==> src/rtl/audio_in_44_1khz.sv <==
// rtl/audio_in_44_1khz.sv - stereo 1-bit delta-sigma capture, boxcar decimation to packed PCM
//
// Purpose: counts ones in each 2^AUDIO_BITS-cycle window of the left/right
// modulator bitstreams and presents one packed stereo word per window.
// Ports:
//   clk_audio  - audio clock (44.1 kHz x 2^AUDIO_BITS)
//   aclr       - asynchronous active-high reset
//   pll_locked - low clears all state synchronously and holds it clear
//   left_in    - left modulator bitstream
//   right_in   - right modulator bitstream
//   rreq       - read request, consumes the word when valid=1
//   sample     - {left, right} unsigned offset-binary PCM
//   valid      - sample holds an unread word
//   overrun    - sticky, an unread word was overwritten
// Optional: define AUDIO_IN_SYNC_EN to pass the inputs through 2-flop synchronizers.
module audio_in_44_1khz #(
    parameter int AUDIO_BITS = 12
) (
    input  logic                    clk_audio,
    input  logic                    aclr,
    input  logic                    pll_locked,
    input  logic                    left_in,
    input  logic                    right_in,
    input  logic                    rreq,
    output logic [2*AUDIO_BITS-1:0] sample,
    output logic                    valid,
    output logic                    overrun
);
    localparam int B = AUDIO_BITS;

    logic [B-1:0]   cnt_q, cnt_d;
    logic [B:0]     left_acc_q, left_acc_d;
    logic [B:0]     right_acc_q, right_acc_d;
    logic [2*B-1:0] sample_q, sample_d;
    logic           valid_q, valid_d;
    logic           overrun_q, overrun_d;

    logic           l_bit, r_bit;
    logic           win_end;
    logic [B:0]     l_tot, r_tot;
    logic [B-1:0]   l_sat, r_sat;

`ifdef AUDIO_IN_SYNC_EN
    logic l_s1_q, l_s1_d, l_s2_q, l_s2_d;
    logic r_s1_q, r_s1_d, r_s2_q, r_s2_d;

    always_comb begin
        l_s1_d = 1'b0;
        l_s2_d = 1'b0;
        r_s1_d = 1'b0;
        r_s2_d = 1'b0;
        if (pll_locked) begin
            l_s1_d = left_in;
            l_s2_d = l_s1_q;
            r_s1_d = right_in;
            r_s2_d = r_s1_q;
        end
    end

    always_ff @(posedge clk_audio or posedge aclr) begin
        if (aclr) begin
            l_s1_q <= 1'b0;
            l_s2_q <= 1'b0;
            r_s1_q <= 1'b0;
            r_s2_q <= 1'b0;
        end else begin
            l_s1_q <= l_s1_d;
            l_s2_q <= l_s2_d;
            r_s1_q <= r_s1_d;
            r_s2_q <= r_s2_d;
        end
    end

    assign l_bit = l_s2_q;
    assign r_bit = r_s2_q;
`else
    assign l_bit = left_in;
    assign r_bit = right_in;
`endif

    assign win_end = &cnt_q;

    // Window total includes the end cycle's own bit; the single value 2^B
    // (every bit set) does not fit in B bits and is clamped to full scale.
    assign l_tot = left_acc_q + {{B{1'b0}}, l_bit};
    assign r_tot = right_acc_q + {{B{1'b0}}, r_bit};
    assign l_sat = l_tot[B] ? {B{1'b1}} : l_tot[B-1:0];
    assign r_sat = r_tot[B] ? {B{1'b1}} : r_tot[B-1:0];

    always_comb begin
        cnt_d       = '0;
        left_acc_d  = '0;
        right_acc_d = '0;
        sample_d    = '0;
        valid_d     = 1'b0;
        overrun_d   = 1'b0;
        if (pll_locked) begin
            cnt_d     = cnt_q + 1'b1;
            sample_d  = sample_q;
            valid_d   = valid_q;
            overrun_d = overrun_q;
            if (win_end) begin
                sample_d = {l_sat, r_sat};
                valid_d  = 1'b1;
                // A read on the end cycle takes the old word, so nothing is lost.
                if (valid_q)
                    overrun_d = ~rreq;
            end else begin
                left_acc_d  = l_tot;
                right_acc_d = r_tot;
                if (rreq && valid_q) begin
                    valid_d   = 1'b0;
                    overrun_d = 1'b0;
                end
            end
        end
    end

    always_ff @(posedge clk_audio or posedge aclr) begin
        if (aclr) begin
            cnt_q       <= '0;
            left_acc_q  <= '0;
            right_acc_q <= '0;
            sample_q    <= '0;
            valid_q     <= 1'b0;
            overrun_q   <= 1'b0;
        end else begin
            cnt_q       <= cnt_d;
            left_acc_q  <= left_acc_d;
            right_acc_q <= right_acc_d;
            sample_q    <= sample_d;
            valid_q     <= valid_d;
            overrun_q   <= overrun_d;
        end
    end

    assign sample  = sample_q;
    assign valid   = valid_q;
    assign overrun = overrun_q;

endmodule

==> config.mk <==
export PLATFORM = sky130hd
export DESIGN_NAME = audio_in_44_1khz
export DESIGN_NICKNAME = d
export VERILOG_FILES = /design/src/rtl/audio_in_44_1khz.sv
export SDC_FILE = /design/constraint.sdc
export NUM_CORES = 1
export LEC_CHECK = 0
export CORE_MARGIN = 2
export CORE_UTILIZATION = 35
export CTS_CLUSTER_DIAMETER = 150
export DETAILED_ROUTE_END_ITERATION = 12
export GPL_TIMING_DRIVEN = 1
export MAX_ROUTING_LAYER = met4
export PLACE_DENSITY_LB_ADDON = 0.08
export SYNTH_ARGS = -nofsm -noshare
export SYNTH_HDL_FRONTEND = slang
export SYNTH_SLANG_ARGS = --single-unit
==> constraint.sdc <==
create_clock -name clk_audio -period 2.5 [get_ports clk_audio]
set_clock_uncertainty 0.15 [all_clocks]
set_input_delay 0.625 -clock clk_audio [delete_from_list [all_inputs] [get_ports clk_audio]]
set_output_delay 0.625 -clock clk_audio [all_outputs]
set_load 0.05 [all_outputs]
==> results of run 1 <==
-- cell type report --
cell class | instances | area (µm²)
inverters | 4 | 15.0
well taps | 105 | 131
repair buffers | 50 | 478
clock buffers | 13 | 159
clock inverters | 3 | 40.0
flip-flops and latches | 64 | 1600
fillers | 815 | 4510
multi-input cells | 213 | 1330
-- metal layers --
| layer | wire length, µm | part of all wire [%] | track usage, % |
|---|---|---|---|
| met5 | 0 | 0 | - |
| met4 | 61 | 1.0 | 4.58 |
| met3 | 205 | 3.4 | 5.12 |
| met2 | 2800 | 46 | 22.2 |
| met1 | 3020 | 50 | 20.4 |
-- state kept, by name (all words and copies together), names as in the netlist --
signal	flops
valid	1
overrun	1
right_acc_q	13
cnt_q	12
left_acc_q	13
sample	24
-- worst paths after layout --
kind,start,endpoint,slack [ns],depth (start not counted)
max in group asynchronous,aclr,sample[23]$_DFFE_PP0P_,1.27,3
max reg2reg,cnt_q[0]$_DFF_PP0_,overrun$_DFFE_PP0P_,0.53,6
min reg2reg,sample[6]$_DFFE_PP0P_,sample[6]$_DFFE_PP0P_,0.33,1
min,sample[6]$_DFFE_PP0P_,sample[6]$_DFFE_PP0P_,0.33,1
max,valid$_DFFE_PP0P_,valid,0.17,1
min in group asynchronous,aclr,cnt_q[3]$_DFF_PP0_,0.41,2
-- cell usage in the layout, fill, tap and decap left out --
| cell | synthesis | layout |
|---|---|---|
| dfrtp_1 | 64 | 64 |
| clkbuf_8 | 0 | 11 |
| nor4_1 | 2 | 2 |
| nor2b_1 | 4 | 4 |
| nand4_4 | 1 | 1 |
| xor2_2 | 1 | 1 |
| bufinv_16 | 0 | 1 |
| inv_2 | 0 | 1 |
| nor2_1 | 29 | 29 |
| ha_1 | 5 | 5 |
| xnor2_1 | 25 | 25 |
| and4_1 | 4 | 4 |
| nand2_1 | 38 | 38 |
| and2_1 | 25 | 25 |
| inv_1 | 4 | 3 |
| o21ai_2 | 9 | 9 |
| clkinv_2 | 0 | 2 |
| o31ai_1 | 1 | 1 |
| clkdlybuf4s50_1 | 0 | 31 |
| nand3_1 | 10 | 10 |
| a21o_1 | 1 | 1 |
| nor4_4 | 1 | 1 |
| a311oi_1 | 1 | 1 |
| nand4_1 | 9 | 9 |
| xor2_1 | 10 | 10 |
| nor3_1 | 7 | 7 |
| buf_12 | 0 | 2 |
| clkbuf_1 | 7 | 2 |
| buf_4 | 0 | 17 |
| and3_1 | 14 | 14 |
| o2bb2a_1 | 1 | 1 |
| a21oi_1 | 1 | 1 |
| o21ai_1 | 14 | 14 |
-- where the power goes --
| group | total [µW] | switching (µW) | internal, µW | leakage [µW] |
|---|---|---|---|---|
| clock | 907 | 394 | 513 | 0.000103 |
| combinational | 96.8 | 58.4 | 38.4 | 0.000718 |
| sequential | 1060 | 11.6 | 1050 | 0.000889 |
-- metrics by stage --
step	hold slack, ns	power [µW]
6_report	0.330	2060
5_1_grt	0.357	2160
4_1_cts	0.337	2100
3_5_place_dp	0.321	1180
3_3_place_gp	0.312	1180
2_1_floorplan	0.301	1130
-- logic make-up after synthesis --
kind of cell / share of synthesized area, %
compound gates: 6.26
buf+inv: 2.38
fa+ha+maj: 2.09
simple gates: 25.1
xor+xnor: 10.8
flops: 53.4
==> impl_metrics.json, run 1 <==
{
  "ys_types": 29,
  "period_share_pct": 93.1,
  "post-route-util_pct": 45.4,
  "vias": 2149,
  "gp_congestion": 0.755,
  "ys_async_sr_fraction_pct": 100,
  "yosys_warnings": 0,
  "layout_min_cycle_time_ns": 2.33,
  "worst_ep_required_time_ns": 1.73,
  "max_freq_mhz": 430,
  "clock_sinks": 64,
  "yosysMostFrequentCell": "dfrtp_1",
  "setup_slack_ns": 0.172,
  "cts_tree": "done",
  "ys_ff_latch": 64,
  "cts_buffers": 9,
  "tns_ns": 0,
  "grt_antenna_before_repair": 0,
  "peakVddDrop_mv": 0.280,
  "path_buf_inv": 1,
  "grt_pass1_wl_um": 10600,
  "instances_no_fill": 452,
  "die-area_mm2": 0.00932,
  "drc": 0,
  "place_inst": 436,
  "crit_chain": "clkdlybuf4s50_1",
  "die_y_um": 96.6,
  "final_cell_area_mm2": 0.00375,
  "p_leak_uw": 0.00171,
  "synth_fp_nets": 304,
  "row_count": 33,
  "yosys.area.top_type": "dfrtp_1",
  "io_pins": 32,
  "ant_nets": 0,
  "postCtsSetupBuffers": 0,
  "clk_latency_ns": 0.34,
  "start_util_pct": 36.3,
  "maxSlewHeadroom_pct": 66.5,
  "place_area_mm2": 0.00355,
  "synthTopCellsByArea": "dfrtp_1 (53%), xnor2_1 (7.3%), and2_1 (5.2%)",
  "p_per_area_mw_per_mm2": 550,
  "cap_violations": 0,
  "place_ws_ns": -0.0322,
  "critPathKind": "reg2out",
  "synth_edf_count": 0,
  "ys_top_cells_by_count": "dfrtp_1 (64), nand2_1 (38), nor2_1 (29)",
  "cpPeakStageDelay_ns": 0.83,
  "setup_viol": 0,
  "gr-total-overflow": 0,
  "postSynthCellCount": 293,
  "startpoint_type": "register",
  "hold_class": "reg2reg",
  "core_area_mm2": 0.00826,
  "crit_family": "buffers and inverters",
  "dp_hpwl_um": 4230,
  "cts_root_buffer": "clkbuf_8",
  "nets": 353,
  "cts_resized": 0,
  "arrival_ns": 1.55,
  "area_delta_synth_final_pct": 25.1,
  "cts_buffer_depth": 2,
  "syn_area_mm2": 0.00300,
  "cts_max_level": 3,
  "grt_pass1_vias": 2163,
  "clk_pin_slew_worst_paths_ns": 0.07,
  "dieWidth_um": 96.6,
  "cp_max_fo": 4,
  "ys_seq_area_share_pct": 53.4,
  "wl_per_cell_um": 13.4,
  "grt_max_degree": 36,
  "diodes": 0,
  "grt_use_total_pct": 15.3,
  "synth_flop_cell": "dfrtp_1",
  "status": "complete, no violations",
  "wirelength_um": 6080,
  "yosysTopAreaCellShare_pct": 53.4,
  "slew_viol_final": 0,
  "crit_slowest_cell": "clkdlybuf4s50_1",
  "viasPerCell": 4.75,
  "layout-drive-gt1-share_pct": 13.3,
  "tightest_slew_ns": 0.500,
  "avgSynthCellArea_um2": 10.2,
  "grt_setup_unrepaired": "false",
  "finalHoldViolations": 0,
  "numPortBuffers": 31,
  "critPathCaptureType": "output pin",
  "cts_hold_buf": 0,
  "drt_iter0_drc": 73,
  "dr.pass1.iters": 4
}
No activity file was read; power rests on OpenSTA's default activity.
==> inputs of run 2 (changes only) <==
--- a/config.mk
+++ b/config.mk
@@ -7,7 +7,6 @@
 export LEC_CHECK = 0
 export CORE_MARGIN = 2
 export CORE_UTILIZATION = 35
-export CTS_CLUSTER_DIAMETER = 150
 export DETAILED_ROUTE_END_ITERATION = 12
 export GPL_TIMING_DRIVEN = 1
 export MAX_ROUTING_LAYER = met4
==> constraint.sdc (replaced) <==
create_clock -name clk_audio -period 1.9 [get_ports clk_audio]
set_clock_uncertainty 0.15 [all_clocks]
set_input_delay 0.475 -clock clk_audio [delete_from_list [all_inputs] [get_ports clk_audio]]
set_output_delay 0.475 -clock clk_audio [all_outputs]
set_load 0.05 [all_outputs]
==> impl_metrics.json, run 2 (same netlist as run 1, synthesis figures left out) <==
{
  "status": "complete, no violations",
  "grt_max_degree": 29,
  "worst_ep_required_time_ns": 2.02,
  "grt_use_total_pct": 16.1,
  "n_fill_cell": 780,
  "r2r-start": "left_acc_q[1]$_DFF_PP0_",
  "final_cell_mix": "dfrtp_1 (62), nand2_1 (37), buf_4 (37)",
  "critPathKind": "reg2reg",
  "maxSlewHeadroom_pct": 75.6,
  "peakVddDrop_mv": 0.334,
  "wl_per_cell_um": 13.6,
  "p_per_area_mw_per_mm2": 667,
  "cts_max_level": 3,
  "layout-drive-gt1-share_pct": 25.8,
  "nets": 363,
  "wirelength_um": 6300,
  "ant_nets": 0,
  "startpoint_type": "register",
  "clk_latency_ns": 0.34,
  "numPortBuffers": 31,
  "gp_congestion": 0.772,
  "die-area_mm2": 0.00932,
  "finalHoldViolations": 0,
  "drt_iter0_drc": 81,
  "arrival_ns": 1.93,
  "cap_violations": 0,
  "gr-total-overflow": 0,
  "p_comb_share_pct": 5.1,
  "dp_hpwl_um": 4330,
  "post-route-util_pct": 48.0,
  "slew_viol_final": 0,
  "dieWidth_um": 96.6,
  "row_count": 33,
  "reg2reg_to": "sample[16]$_DFFE_PP0P_",
  "fin_hold_ws_ns": 0.323,
  "period_share_pct": 95.5,
  "start_util_pct": 36.3,
  "largest_register_ffs": 24,
  "switchingPower_uw": 610,
  "p_sw_share_pct": 23.1,
  "grt_pass1_wl_um": 11000,
  "cts_buffers": 9,
  "viasPerCell": 4.74,
  "critPathCaptureType": "register",
  "diodes": 0,
  "reg2reg_slack_ns": 0.09,
  "reg2reg_depth": 6,
  "max_freq_mhz": 551,
  "vias": 2190,
  "cts_tree": "done",
  "layout_commonest_cell": "dfrtp_1",
  "cp_max_fo": 6,
  "p_total_uw": 2640,
  "area_delta_synth_final_pct": 32.3,
  "dr.pass1.iters": 4,
  "cts_root_buffer": "clkbuf_8",
  "tightest_slew_ns": 0.363,
  "p_clk_share_pct": 42.3,
  "drc": 0,
  "hold_class": "in2async",
  "clock_sinks": 64,
  "layout_min_cycle_time_ns": 1.81,
  "internal_power_uw": 2030,
  "grt_pass1_vias": 2244,
  "clk_pin_slew_worst_paths_ns": 0.07,
  "die_y_um": 96.6,
  "setup_viol": 0,
  "core_area_mm2": 0.00826,
  "grt_antenna_before_repair": 0,
  "io_pins": 32,
  "p_leak_uw": 0.00184,
  "sequentialPowerShare_pct": 52.6,
  "cts_buffer_depth": 2
}
run 2: cell types whose count changed in the layout (fill, tap and decap cells not counted), sizes merged:
cell / delta
clkinv: +1
dlymetal6s2s: +1
clkdlybuf4s50: -28
buf: +36
inv: -1
clkinvlp: +1
clkbuf: -1
dlygate4sd2: +1
run 2: cell type report:
class	count	area (µm²)	area share, %
flip-flops and latches	64	1600	40.5
multi-input cells	213	1370	34.4
repair buffers	60	666	16.8
clock buffers	12	135	3.41
well taps	105	131	3.31
clock inverters	4	45.0	1.14
inverters	4	18.8	0.473
run 2: how the worst max path moves through the flow:
stage	start	end	slack, ns	depth (start not counted)
after floorplan	cnt_q[0]$_DFF_PP0_	sample[21]$_DFFE_PP0P_	0.02	8
after global routing	left_acc_q[1]$_DFF_PP0_	sample[14]$_DFFE_PP0P_	-0.002	6
final	left_acc_q[1]$_DFF_PP0_	sample[16]$_DFFE_PP0P_	0.09	6
after global placement	left_in	sample[13]$_DFFE_PP0P_	-0.46	8
after detailed placement	right_in	sample[3]$_DFFE_PP0P_	-0.49	8
after CTS	left_in	sample[15]$_DFFE_PP0P_	0.02	8
run 2: timing repair:
item / CTS / global route
setup buffers: 1 / 1
setup endpoints to repair: 26 / 26
pin swaps: 4 / 5
resized for setup: 10 / 7
hold buffers: 0 / 0
cloned: 1 / 1
run 2: worst max-delay path, cell delays in order (launching register included):
cell and delay [ns]:
dfrtp_2 0.43, nand4_4 0.17, nor4_4 0.35, xor2_2 0.27, buf_4 0.21, nor2_1 0.06
o21ai_2 0.11
run 2: routing by layer:
| metal | GRT usage (%) | vias to the layer above | share of wire, % |
|---|---|---|---|
| met5 | - | - | 0 |
| met4 | 4.23 | 0 | 1.1 |
| met3 | 5.59 | 7 | 3.1 |
| met2 | 24.4 | 27 | 47 |
| met1 | 20.7 | 1061 | 49 |
| li1 | - | 1095 | - |
run 2: through the flow:
step / TNS, ns / area [µm²] / setup WS [ns] / cells
4_1_cts: 0 / 3930 / 0.0197 / 460
3_3_place_gp: -14.02 / 3710 / -0.464 / 442
2_1_floorplan: 0 / 3000 / 0.0190 / 293
6_report: 0 / 3970 / 0.0857 / 462
3_5_place_dp: -15.23 / 3710 / -0.487 / 442
5_1_grt: -0.00317 / 3970 / -0.00233 / 462
run 2: power groups by stage:
stage	clock network, µW	registers, µW	logic (µW)
finish	1120	1390	135
global route	1230	1390	157
CTS	1160	1390	141
detailed placement	0	1420	140
global placement	0	1420	140
floorplan	0	1410	72.9
==> inputs of run 3 (changes only) <==
--- a/config.mk
+++ b/config.mk
@@ -5,12 +5,14 @@
 export SDC_FILE = /design/constraint.sdc
 export NUM_CORES = 1
 export LEC_CHECK = 0
+export ABC_AREA = 1
 export CORE_MARGIN = 2
-export CORE_UTILIZATION = 35
+export CORE_UTILIZATION = 51
 export DETAILED_ROUTE_END_ITERATION = 12
 export GPL_TIMING_DRIVEN = 1
 export MAX_ROUTING_LAYER = met4
 export PLACE_DENSITY_LB_ADDON = 0.08
+export SETUP_SLACK_MARGIN = 0.4
 export SYNTH_ARGS = -nofsm -noshare
 export SYNTH_HDL_FRONTEND = slang
 export SYNTH_SLANG_ARGS = --single-unit
==> impl_metrics.json, run 3 <==
{
  "synth_flop_cell": "dfrtp_1",
  "cts_buffers": 9,
  "grt_max_degree": 65,
  "crit_path_frequent_cell": "nand2_1",
  "cts_hold_buf": 0,
  "cts_root_buffer": "clkbuf_8",
  "die_y_um": 82.0,
  "crit_slowest_cell": "dfrtp_1",
  "grt_pass1_wl_um": 12100,
  "row_count": 28,
  "grt_setup_unrepaired": "true",
  "layout-drive-gt1-share_pct": 35.0,
  "dp_hpwl_um": 4260,
  "yosysTopAreaCellShare_pct": 51.6,
  "critPathCaptureType": "register",
  "synth_fp_nets": 395,
  "slew_viol_final": 0,
  "drt_iter0_drc": 171,
  "crit_cells": 11,
  "syn_area_mm2": 0.00310,
  "yosys.area.top_type": "dfrtp_1",
  "worst_ep_required_time_ns": 1.99,
  "gr-total-overflow": 0,
  "cts_buffer_depth": 2,
  "avgSynthCellArea_um2": 8.08,
  "yosysMostFrequentCell": "nand2_1",
  "wl_per_cell_um": 13.9,
  "setup_slack_ns": 0.227,
  "dr.pass1.iters": 4,
  "max_freq_mhz": 598,
  "period_share_pct": 88.1,
  "grt_use_total_pct": 24.6,
  "tns_ns": 0,
  "layout_commonest_cell": "nand2_1",
  "crit_family": "simple AND/OR/NAND/NOR gates",
  "clock_sinks": 64,
  "ant_nets": 0,
  "wirelength_um": 7570,
  "path_buf_inv": 2,
  "finalHoldViolations": 0,
  "p_per_area_mw_per_mm2": 629,
  "crit_chain": "buf_4, ha_1, nand2_1, nor2_2, buf_4, nand3_1, nand2_1, nand2_2, nand2_1, nand2_1, nand2_1",
  "arrival_ns": 1.76,
  "cts_tree": "done",
  "fin_hold_ws_ns": 0.345,
  "nets": 475,
  "synthTopCellsByArea": "dfrtp_1 (52%), nand2_1 (20%), nor2_1 (6.4%)",
  "setup_viol": 0,
  "ys_top_cells_by_count": "nand2_1 (162), dfrtp_1 (64), nor2_1 (53)",
  "viasPerCell": 5.06,
  "tightest_slew_ns": 0.355,
  "hold_depth": 1,
  "clk_latency_ns": 0.35,
  "synth_edf_count": 0,
  "cap_violations": 0,
  "yosys_warnings": 0,
  "n_fill_cell": 396,
  "area_delta_synth_final_pct": 43.1,
  "die-area_mm2": 0.00673,
  "grt_pass1_vias": 2683,
  "p_total_uw": 2790,
  "peakVddDrop_mv": 0.467,
  "final_cell_mix": "nand2_1 (144), dfrtp_1 (63), buf_4 (34)",
  "postSynthCellCount": 384,
  "largest_register_ffs": 24,
  "gp_congestion": 0.878,
  "diodes": 0,
  "dieWidth_um": 82.0,
  "ys_async_sr_fraction_pct": 100,
  "core_area_mm2": 0.00589,
  "ys_types": 26,
  "layout_min_cycle_time_ns": 1.67,
  "ys_seq_area_share_pct": 51.6,
  "hold_class": "reg2reg",
  "drc": 0,
  "place_ws_ns": -0.366,
  "ys_ff_latch": 64,
  "maxSlewHeadroom_pct": 76.4,
  "reg2reg_depth": 11,
  "clk_pin_slew_worst_paths_ns": 0.07,
  "grt_antenna_before_repair": 0,
  "cpPeakStageDelay_ns": 0.38,
  "startpoint_type": "register",
  "io_pins": 32,
  "p_leak_uw": 0.00230,
  "cp_max_fo": 3,
  "status": "complete, no violations",
  "cts_max_level": 3,
  "numPortBuffers": 31,
  "start_util_pct": 52.7,
  "vias": 2751,
  "post-route-util_pct": 75.5,
  "critPathKind": "reg2reg"
}
==> run 3: cell count changes after synthesis, sizes merged, moves of 5 or more <==
cell and delta:
xnor2 -20, inv +24, nand2 +129, a21oi +5, and2 -25, and3 -14
o21ai -18, clkbuf -7, nor2 +29
==> run 3: where the power goes <==
part,switching [µW],internal [µW]
combinational,112,85.1
sequential,15.3,1380
clock,525,680
total,653,2140
==> run 3: cell families (layout without fill, tap and decap cells) <==
| kind of cell | Yosys count | in the layout | synth area share (%) |
|---|---|---|---|
| simple gates | 249 | 250 | 33.9 |
| compound gates | 17 | 17 | 3.26 |
| buf+inv | 37 | 121 | 5.88 |
| xor+xnor | 12 | 12 | 3.39 |
| flops | 64 | 64 | 51.6 |
| fa+ha+maj | 5 | 5 | 2.02 |
==> run 3: path summary, 6_finish.rpt <==
path | startpoint | to | slack [ns]
max | right_acc_q[0]$_DFF_PP0_ | sample[11]$_DFFE_PP0P_ | 0.23
min | cnt_q[10]$_DFF_PP0_ | cnt_q[10]$_DFF_PP0_ | 0.35
max reg2reg | right_acc_q[0]$_DFF_PP0_ | sample[11]$_DFFE_PP0P_ | 0.23
min reg2reg | cnt_q[10]$_DFF_PP0_ | cnt_q[10]$_DFF_PP0_ | 0.35
max in group asynchronous | aclr | left_acc_q[4]$_DFF_PP0_ | 0.89
min in group asynchronous | aclr | cnt_q[3]$_DFF_PP0_ | 0.41
==> run 3: final cells by class <==
class | instances | area, µm² | area share, %
clock inverter | 2 | 37.5 | 0.845
timing repair buffer | 77 | 822 | 18.5
multi-input combinational | 284 | 1600 | 36.0
clock buffer | 14 | 163 | 3.66
sequential | 64 | 1600 | 36.1
tap | 75 | 93.8 | 2.11
inverter | 28 | 125 | 2.82
==> run 3: per-stage QoR <==
step / std cells / area, µm²
2_1_floorplan: 384 / 3150
3_3_place_gp: 494 / 3540
3_5_place_dp: 494 / 3540
4_1_cts: 529 / 4130
5_1_grt: 544 / 4440
6_report: 544 / 4440
==> run 3: repair_timing <==
action	in CTS	in global routing
setup endpoints to repair	78	84
setup buffers	17	14
cloned	2	1
gates resized for setup	64	56
pin swaps	16	10
==> run 3: metal layers <==
metal	global-route usage [%]	routed length [µm]
met4	9.67	202
met1	30.4	3380
met2	39.3	3710
met3	5.60	280
met5	-	0
